## config.mk

```make
export PLATFORM = sky130hd
export DESIGN_NAME = mac_engine_flat
export DESIGN_NICKNAME = d
export VERILOG_FILES = /design/src/rtl/mac_engine_pkg.sv /design/src/rtl/mac_engine_if.sv /design/src/rtl/mac_pair.sv /design/src/rtl/mac_engine.sv /design/src/flat_wrapper.sv
export SDC_FILE = /design/constraint.sdc
export NUM_CORES = 1
export LEC_CHECK = 0
export CORE_MARGIN = 2
export CORE_UTILIZATION = 41
export CTS_CLUSTER_DIAMETER = 200
export DETAILED_ROUTE_END_ITERATION = 16
export GPL_TIMING_DRIVEN = 0
export SLEW_MARGIN = 5
export SYNTH_ARGS = -nofsm -noshare
export SYNTH_HDL_FRONTEND = slang
export SYNTH_SLANG_ARGS = --single-unit
```

## constraint.sdc

```tcl
create_clock -name clk -period 6.84 [get_ports clk]
set_clock_uncertainty 0.2 [all_clocks]
set_input_delay 1.026 -clock clk [delete_from_list [all_inputs] [get_ports clk]]
set_output_delay 1.026 -clock clk [all_outputs]
set_load 0.05 [all_outputs]
```

## src/rtl/mac_engine_pkg.sv

```systemverilog
// mac_engine shared package: widths, matrix geometry, FSM encoding.
// Everything that sizes the engine lives here so sub-blocks agree.
package mac_engine_pkg;

    localparam int COEF_W   = 7;
    localparam int WORD_W   = 14;
    localparam int ADDR_W   = 4;
    localparam int ROWS     = 8;
    localparam int COLS     = 4;
    localparam int X_W_DEF  = 8;
    localparam int Y_W_DEF  = 18;
    localparam int XCNT_W   = 3;
    localparam int CCNT_W   = 5;
    localparam int OIDX_W   = 2;
    // COMPUTE counts 0..16: 16 address cycles plus one ROM-latency cycle
    localparam int CCNT_END = 16;

    typedef enum logic [1:0] {
        S_IDLE,
        S_LOAD_X,
        S_COMPUTE,
        S_OUTPUT
    } state_e;

endpackage

```

## src/rtl/mac_engine_if.sv

```systemverilog
// Stream bundle for mac_engine: X input stream and Y result stream.
// slave = engine side, master = producer/consumer side.
interface mac_engine_if #(
    parameter int X_W = mac_engine_pkg::X_W_DEF,
    parameter int Y_W = mac_engine_pkg::Y_W_DEF
) ();
    logic           x_valid;
    logic [X_W-1:0] x_data;
    logic           x_ready;
    logic           y_valid;
    logic [Y_W-1:0] y_data;
    logic           y_last;
    logic           y_ready;

    modport master (
        output x_valid, x_data, y_ready,
        input  x_ready, y_valid, y_data, y_last
    );

    modport slave (
        input  x_valid, x_data, y_ready,
        output x_ready, y_valid, y_data, y_last
    );
endinterface

```

## src/rtl/mac_pair.sv

```systemverilog
// Dual multiply-add: sum_o = (clr ? 0 : acc) + a0*x0 + a1*x1.
// Ports: clk/rst, en_i/clr_i control, a*_i coeffs, x*_i data, sum_o.
module mac_pair
    import mac_engine_pkg::*;
#(
    parameter int X_W = X_W_DEF,
    parameter int Y_W = Y_W_DEF
) (
    input  logic              clk,
    input  logic              rst,
    input  logic              en_i,
    input  logic              clr_i,
    input  logic [COEF_W-1:0] a0_i,
    input  logic [COEF_W-1:0] a1_i,
    input  logic [X_W-1:0]    x0_i,
    input  logic [X_W-1:0]    x1_i,
    output logic [Y_W-1:0]    sum_o
);
    logic [Y_W-1:0] acc_q;
    logic [Y_W-1:0] acc_d;
    logic [Y_W-1:0] p0;
    logic [Y_W-1:0] p1;

    assign p0    = Y_W'(a0_i) * Y_W'(x0_i);
    assign p1    = Y_W'(a1_i) * Y_W'(x1_i);
    // clear folds into the first add so a column needs no idle cycle
    assign acc_d = (clr_i ? '0 : acc_q) + p0 + p1;
    assign sum_o = acc_d;

    always_ff @(posedge clk) begin
        if (rst) begin
            acc_q <= '0;
        end else if (en_i) begin
            acc_q <= acc_d;
        end
    end
endmodule

```

## src/rtl/mac_engine.sv

```systemverilog
// 8x4 coefficient matrix times 8-element X vector, streamed in/out.
// Ports: clk, rst, aload_done, rom_addr/A_input ROM, bus (X/Y streams).
module mac_engine
    import mac_engine_pkg::*;
#(
    parameter int X_W = X_W_DEF,
    parameter int Y_W = Y_W_DEF
) (
    input  logic              clk,
    input  logic              rst,
    input  logic              aload_done,
    output logic [ADDR_W-1:0] rom_addr,
    input  logic [WORD_W-1:0] A_input,
    mac_engine_if.slave       bus
);
    state_e              state_q;
    state_e              state_d;
    logic [XCNT_W-1:0]   xcnt_q;
    logic [CCNT_W-1:0]   ccnt_q;
    logic [OIDX_W-1:0]   oidx_q;
    logic [X_W-1:0]      x_q   [ROWS];
    logic [Y_W-1:0]      res_q [COLS];

    logic                x_hs;
    logic                y_hs;
    logic                mac_en;
    logic [ADDR_W-1:0]   widx;
    logic [1:0]          k;
    logic [1:0]          col;
    logic [Y_W-1:0]      sum;

    assign x_hs = bus.x_valid && bus.x_ready;
    assign y_hs = bus.y_valid && bus.y_ready;

    // A_input lags rom_addr by one cycle, so word w arrives at count w+1
    assign mac_en = (state_q == S_COMPUTE) && (ccnt_q != '0);
    assign widx   = ADDR_W'(ccnt_q - CCNT_W'(1));
    assign k      = widx[1:0];
    assign col    = widx[3:2];

    mac_pair #(.X_W(X_W), .Y_W(Y_W)) u_mac (
        .clk   (clk),
        .rst   (rst),
        .en_i  (mac_en),
        .clr_i (k == 2'd0),
        .a0_i  (A_input[COEF_W-1:0]),
        .a1_i  (A_input[WORD_W-1:COEF_W]),
        .x0_i  (x_q[{k, 1'b0}]),
        .x1_i  (x_q[{k, 1'b1}]),
        .sum_o (sum)
    );

    always_ff @(posedge clk) begin
        if (rst) begin
            state_q <= S_IDLE;
        end else begin
            state_q <= state_d;
        end
    end

    always_comb begin
        state_d = state_q;
        unique case (state_q)
            S_IDLE:
                if (aload_done) state_d = S_LOAD_X;
            S_LOAD_X:
                if (x_hs && xcnt_q == '1) state_d = S_COMPUTE;
            S_COMPUTE:
                if (ccnt_q == CCNT_W'(CCNT_END)) state_d = S_OUTPUT;
            S_OUTPUT:
                if (y_hs && oidx_q == '1) state_d = S_LOAD_X;
        endcase
    end

    assign bus.x_ready = (state_q == S_LOAD_X);
    assign bus.y_valid = (state_q == S_OUTPUT);
    assign bus.y_last  = (state_q == S_OUTPUT) && (oidx_q == '1);
    assign bus.y_data  = (state_q == S_OUTPUT) ? res_q[oidx_q] : '0;
    assign rom_addr    = (state_q == S_COMPUTE && !ccnt_q[CCNT_W-1])
                       ? ccnt_q[ADDR_W-1:0] : '0;

    always_ff @(posedge clk) begin
        if (rst) begin
            xcnt_q <= '0;
            ccnt_q <= '0;
            oidx_q <= '0;
            for (int i = 0; i < ROWS; i++) x_q[i] <= '0;
            for (int i = 0; i < COLS; i++) res_q[i] <= '0;
        end else begin
            // counters wrap to 0 on their last step, ready for next vector
            if (x_hs) begin
                x_q[xcnt_q] <= bus.x_data;
                xcnt_q      <= xcnt_q + 1'b1;
            end
            if (state_q == S_COMPUTE && ccnt_q != CCNT_W'(CCNT_END)) begin
                ccnt_q <= ccnt_q + 1'b1;
            end else begin
                ccnt_q <= '0;
            end
            if (mac_en && k == 2'd3) begin
                res_q[col] <= sum;
            end
            if (y_hs) begin
                oidx_q <= oidx_q + 1'b1;
            end
        end
    end
endmodule

```

## src/flat_wrapper.sv

```systemverilog
// flat-port wrapper written by rule: the top's interface ports become plain ports
module mac_engine_flat import mac_engine_pkg::*;
#(
    parameter int X_W = X_W_DEF,
    parameter int Y_W = Y_W_DEF
)
  (clk, rst, aload_done, rom_addr, A_input, bus_x_valid, bus_x_data, bus_y_ready, bus_x_ready, bus_y_valid, bus_y_data, bus_y_last);
  mac_engine_if #(.X_W(X_W), .Y_W(Y_W)) bus_i ();
  input  logic clk;
  input  logic rst;
  input  logic aload_done;
  output logic [ADDR_W-1:0] rom_addr;
  input  logic [WORD_W-1:0] A_input;
  input wire logic [$bits(bus_i.x_valid)-1:0] bus_x_valid;
  input wire logic [$bits(bus_i.x_data)-1:0] bus_x_data;
  input wire logic [$bits(bus_i.y_ready)-1:0] bus_y_ready;
  output wire logic [$bits(bus_i.x_ready)-1:0] bus_x_ready;
  output wire logic [$bits(bus_i.y_valid)-1:0] bus_y_valid;
  output wire logic [$bits(bus_i.y_data)-1:0] bus_y_data;
  output wire logic [$bits(bus_i.y_last)-1:0] bus_y_last;
  assign bus_i.x_valid = bus_x_valid;
  assign bus_i.x_data = bus_x_data;
  assign bus_i.y_ready = bus_y_ready;
  assign bus_x_ready = bus_i.x_ready;
  assign bus_y_valid = bus_i.y_valid;
  assign bus_y_data = bus_i.y_data;
  assign bus_y_last = bus_i.y_last;
  mac_engine #(.X_W(X_W), .Y_W(Y_W)) u_core (.clk(clk), .rst(rst), .aload_done(aload_done), .rom_addr(rom_addr), .A_input(A_input), .bus(bus_i));
endmodule
```

==> results of run 1 <==
[worst max-delay path: stages (launching register included)]
cell	delay (ns)
dfxtp_4	0.36
clkbuf_16	0.13
inv_6	0.03
ha_4	0.28
buf_12	0.12
buf_4	0.14
mux4_2	0.35
buf_6	0.15
nand2_1	0.08
fa_1	0.46
fa_1	0.56
inv_2	0.04
fa_1	0.52
fa_1	0.45
fa_2	0.58
fa_1	0.46
ha_4	0.30
a21oi_4	0.20
o22a_1	0.20
nand2_2	0.10
o41ai_4	0.34
xor2_2	0.18
buf_6	0.16
nor2_1	0.04
[area by class of cell]
class	instances	share of cell area, %
flip-flops and latches	168	33.98
inverters	121	3.299
well taps	378	3.398
clock buffers	17	3.056
plain buffers	25	1.106
multi-input cells	717	48.10
repair buffers	84	5.717
clock inverters	15	1.348
[cell families after synthesis]
| logic type | Yosys count | synth area share, % |
|---|---|---|
| AOI/OAI and AO/OA | 74 | 4.227 |
| xor gates and xnor gates | 18 | 1.345 |
| adders and majority gates | 171 | 24.47 |
| buffers and inverters | 147 | 4.825 |
| DFF | 168 | 40.31 |
| muxes | 36 | 6.704 |
| and+or+nand+nor | 418 | 18.13 |
[metal layers]
layer  up-vias  global-route usage, %  part of all wire (%)
li1       3636                      -                     -
met5         -                      0                     0
met1      3849                  25.41                    46
met2       124                  29.62                    49
met4         0                  4.626                   1.8
met3        31                  2.748                   3.6
[sequential cells by signal, indices dropped and copies added, names as in the netlist, named ones only]
signal,flops
u_core.ccnt_q,5
u_core.oidx_q,2
u_core.state_q,2
u_core.x_q,64
u_core.res_q,72
u_core.u_mac.acc_q,18
u_core.xcnt_q,3
[placed cells by master (no fill, tap or decap), types with 4 or more instances in the layout]
| cell type | n |
|---|---|
| dfxtp_1 | 30 |
| clkdlybuf4s50_1 | 51 |
| and2_4 | 10 |
| nor2_1 | 107 |
| clkbuf_1 | 13 |
| or2_2 | 12 |
| ha_1 | 67 |
| nand2_1 | 82 |
| inv_2 | 4 |
| ha_4 | 7 |
| nor2b_1 | 12 |
| fa_2 | 4 |
| nand3_1 | 9 |
| inv_6 | 6 |
| xnor2_1 | 4 |
| o211ai_1 | 4 |
| fa_1 | 93 |
| buf_2 | 6 |
| xor2_1 | 9 |
| buf_6 | 9 |
| buf_4 | 25 |
| edfxtp_1 | 136 |
| mux4_2 | 34 |
| a21oi_1 | 24 |
| inv_1 | 116 |
| nor3_1 | 6 |
| nand2_2 | 4 |
| and2_1 | 143 |
| clkbuf_16 | 18 |
| o21ai_0 | 9 |
| o21a_1 | 6 |
| nand2b_1 | 17 |
[report_power, final]
group          switching, mW  leakage, nW  internal (mW)
combinational           2.36         3.82           1.67
clock                  0.437        0.289          0.554
sequential            0.0213         1.66           1.15
[what timing repair did]
action	in CTS	in global routing
resized for setup	36	46
cloned	0	0
setup buffers	14	19
pin swaps	11	42
hold buffers	0	0
setup endpoints to repair	68	56
[worst paths after layout]
path	from	to	slack, ns	cells after the start
max	u_core.ccnt_q[0]	u_core.res_q[3][14]	0.13	23
min	u_core.u_mac.acc_q[14]	u_core.u_mac.acc_q[14]	0.25	2
max reg2reg	u_core.ccnt_q[0]	u_core.res_q[3][14]	0.13	23
min reg2reg	u_core.u_mac.acc_q[14]	u_core.u_mac.acc_q[14]	0.25	2
==> out/results.tsv, run 1 <==
metric	value	unit
Die W	173.1	um
Layout area overhead	18.76	%
top-area cell type share of the netlist area	34.84	%
Syn Area/Cell	11.36	um^2
global-route wire length before repair	42200	um
vias in the first global route	7791	
proportion of layout cells with a drive suffix above 1	15.43	%
fin worst setup slack	0.1274	ns
pin count of the biggest net entering global routing	19	
Port Buffers	51	
total track usage	18.12	%
top-count cell post-synth	and2_1	
Final TNS setup	0	ns
CTS buffer count	17	
crit-path max FO	7	
CTS tree	yes	
worst hold path type	reg -> reg	
asr flop ratio synth	0	%
final hold slack	0.2460	ns
Filler cells	2531	
Setup WS pre-CTS	-1.050	ns
Yosys cell types	53	
Startpoint Class	register	
Register Area	0.004730	mm^2
synth top area cells	edfxtp_1 (35%), fa_1 (17%), and2_1 (8.2%)	
peak supply drop	521.5	uV
row count	61	
Slew @ Worst Pin	1.097	ns
Final Hold Vio Count	0	
DRC Markers	0	
die area	0.02996	mm^2
dpl hpwl	19720	um
pwr dens	444.2	mW/mm^2
ys flop type	edfxtp_1	
Cells after DPL	1461	
Leakage	5.774	nW
DR WL/cell	17.26	um
Cell Area, Placed	0.01271	mm^2
EDFF count, synth	136	
WL final	26330	um
status	completed	
total core area	0.02793	mm^2
syn nets	1230	
final instance area	0.01392	mm^2
GP Congestion	0.8099	
Synth warnings	0	
root buffer cell	clkbuf_16	
Final min period	6.713	ns
Initial Util	41.96	%
via count	7640	
Non-Filler Instances	1525	
Final ANT Viol Nets	0	
Yosys top cell by area	edfxtp_1	
kind of end point of the critical path	register	
critical path required time	6.80	ns
antenna violations before repair	0	
vias per cell	5.010	
Syn Std Cell Area	0.01172	mm^2
Sink Count	168	
fin crit share	98.14	%
area occupied by multi-input gates	0.006695	mm^2
critical path class	reg -> reg	
IO Count	52	
worst-case headroom to the max-slew limit	26.86	%
clock buffer depth	2	
sequential share of the synthesized area	40.31	%
Setup-failing EPs final	0	
max-slew violation total from the final report	0	
maxcap violations	0	
1st-iter DRT viols	465	
Die Height	173.1	um
Syn Inst Count	1032	
Final Core Density	49.83	%
top cells by count, synth	and2_1 (153), edfxtp_1 (136), inv_1 (121)	
antenna diode count	0	
Highest Clock Rate	0.1490	GHz
H-tree levels	4	
total grt overflow	0	
clock slew at reported path FFs	0.07	ns
#FFs+latches synth	168	
RSZ-0062 raised after global routing	true	
Tot Pwr	6.182	mW
Clock Latency Late Sink	0.42	ns
drt first pass iters	5	
Final nets	1332	
CP Data Arrival Time	6.68	ns
(Power assumes the default switching activity.)
==> run 2: changes to the inputs <==
==> constraint.sdc (replaced) <==
create_clock -name clk -period 6.1 [get_ports clk]
set_clock_uncertainty 0.2 [all_clocks]
set_input_delay 0.915 -clock clk [delete_from_list [all_inputs] [get_ports clk]]
set_output_delay 0.915 -clock clk [all_outputs]
set_load 0.05 [all_outputs]
==> run 2 against run 1 <==
Register-to-register slack got worse by 0.71 ns. First-iteration DRC count is 5.8% lower. The run now ends with setup timing left. Cell area up 3.1%.
==> out/results.tsv, run 2 (synthesis gave the netlist of run 1 again) <==
metric	value	unit	change
status	finished with violations		
failing checks	setup timing		
CTS buffer count	17		unchanged
via count	7824		+2.4%
CP Data Arrival Time	6.65	ns	-0.03 ns
total grt overflow	0		unchanged
DRC Markers	0		unchanged
Startpoint Class	register		
CP max stage cell	fa_1		
row count	61		unchanged
Sink Count	168		unchanged
fin worst setup slack	-0.5792	ns	-0.7067 ns
Setup-failing EPs final	60		+60
global-route wire length before repair	43370	um	+2.8%
WL final	26970	um	+2.4%
drt first pass iters	6		+1
most frequent cells in the layout	and2_1 (144), edfxtp_1 (136), inv_1 (114)		
kind of end point of the critical path	register		
critical path required time	6.07	ns	-0.73 ns
Highest Clock Rate	0.1497	GHz	+0.50%
worst hold path type	reg -> reg		
crit-path max FO	7		unchanged
Non-Filler Instances	1540		+0.98%
maxcap violations	0		unchanged
Die Height	173.1	um	unchanged
CTS tree	yes		
critical path class	reg -> reg		
Final Hold Vio Count	0		unchanged
crit-path leading delay family	adder cells		
Port Buffers	51		unchanged
total track usage	18.58	%	+0.46 points
largest register by flop count	u_core.res_q		
H-tree levels	4		unchanged
Clock Latency Late Sink	0.44	ns	+0.02 ns
Die W	173.1	um	unchanged
IO Count	52		unchanged
Largest regs	u_core.res_q x72, u_core.x_q x64, u_core.u_mac.acc_q x18		
worst-case headroom to the max-slew limit	31.36	%	+4.5 points
die area	0.02996	mm^2	unchanged
Final ANT Viol Nets	0		unchanged
root buffer cell	clkbuf_16		
clock slew at reported path FFs	0.07	ns	about the same
fin crit share	109.5	%	+11 points
Buffers & Inverters on Critical Path	9		+2
vias in the first global route	8034		+3.1%
Final min period	6.679	ns	-0.03333 ns
antenna violations before repair	0		unchanged
RSZ-0062 raised after global routing	true		
proportion of layout cells with a drive suffix above 1	19.36	%	+3.9 points
Crit path top cell by count	fa_1		
commonest non-fill, non-tap cell in the layout	and2_1		
vias per cell	5.081		+1.4%
dpl hpwl	19620	um	-0.52%
Final TNS setup	-21.37	ns	-21.37 ns
max reg flops	72		unchanged
Cells after DPL	1461		unchanged
DR WL/cell	17.51	um	+1.4%
Final Core Density	51.39	%	+1.6 points
Final nets	1348		+1.2%
Initial Util	41.96	%	unchanged
clock buffer depth	2		unchanged
Layout area overhead	22.47	%	
final hold slack	0.2387	ns	-0.007230 ns
Slew @ Worst Pin	1.030	ns	-0.06739 ns
pin count of the biggest net entering global routing	19		unchanged
GP Congestion	0.8095		about the same
1st-iter DRT viols	438		-5.8%
total core area	0.02793	mm^2	unchanged
Largest stage delay, worst path	0.54	ns	-0.04 ns
max-slew violation total from the final report	0		unchanged
antenna diode count	0		unchanged
## run 2: changes by cell type in the layout (fill, tap and decap cells not counted), sizes merged
cell      delta
buf         +17
clkinv       +1
inv          -2
clkinvlp     -1
## run 2: timing repair
action | in CTS | in global routing
buffers inserted | 33 | 15
gates resized for setup | 58 | 47
hold buffers | 0 | 0
cloned | 1 | 0
pin swaps | 40 | 23
hold endpoints to repair | 0 | 0
endpoints found under the setup margin | 70 | 70
## run 2: layout make-up
cell class / instances / area [um^2]
flip-flops and latches: 168 / 4730
fillers: 2530 / 13580
well taps: 378 / 473.0
clock buffers: 18 / 429.2
inverters: 121 / 459.2
plain buffers: 25 / 153.9
multi-input cells: 717 / 6993
clock inverters: 13 / 145.1
repair buffers: 100 / 972.2
## run 2: tightest hold or removal path: cells and delay by family, from the launching register on
kind            cells  cell delay (ns)
compound gates      1             0.05
simple gates        1             0.05
flops               1             0.31
## run 2: metal layers
metal / vias to the layer above / track usage (%) / routed length [um] / share of wire [%]
li1: 3665 / - / - / -
met1: 3977 / 25.39 / 11810 / 44
met2: 160 / 31.38 / 13650 / 51
met3: 22 / 2.858 / 1199 / 4.4
met4: 0 / 4.096 / 308 / 1.1
met5: - / 0 / 0 / 0
## run 2: worst paths after layout
check | start | endpoint | slack (ns) | depth (start not counted)
worst max-delay path | u_core.ccnt_q[0] | u_core.res_q[1][16] | -0.58 | 25
worst min-delay path | u_core.u_mac.acc_q[12] | u_core.u_mac.acc_q[12] | 0.24 | 2
worst max register to register | u_core.ccnt_q[0] | u_core.res_q[1][16] | -0.58 | 25
worst min register to register | u_core.u_mac.acc_q[12] | u_core.u_mac.acc_q[12] | 0.24 | 2
## run 2: through the flow
step | worst slack (ns) | area (um^2)
CTS | -0.5302 | 14020
global placement | -1.068 | 12890
detailed placement | -1.107 | 12890
floorplan | -0.3051 | 11910
finish | -0.5792 | 14360
global route | -0.8047 | 14360
Power of run 2 is left out: the tool's default activity adds up to more than one toggle a clock period on the data nets, which glitch-free logic cannot reach.
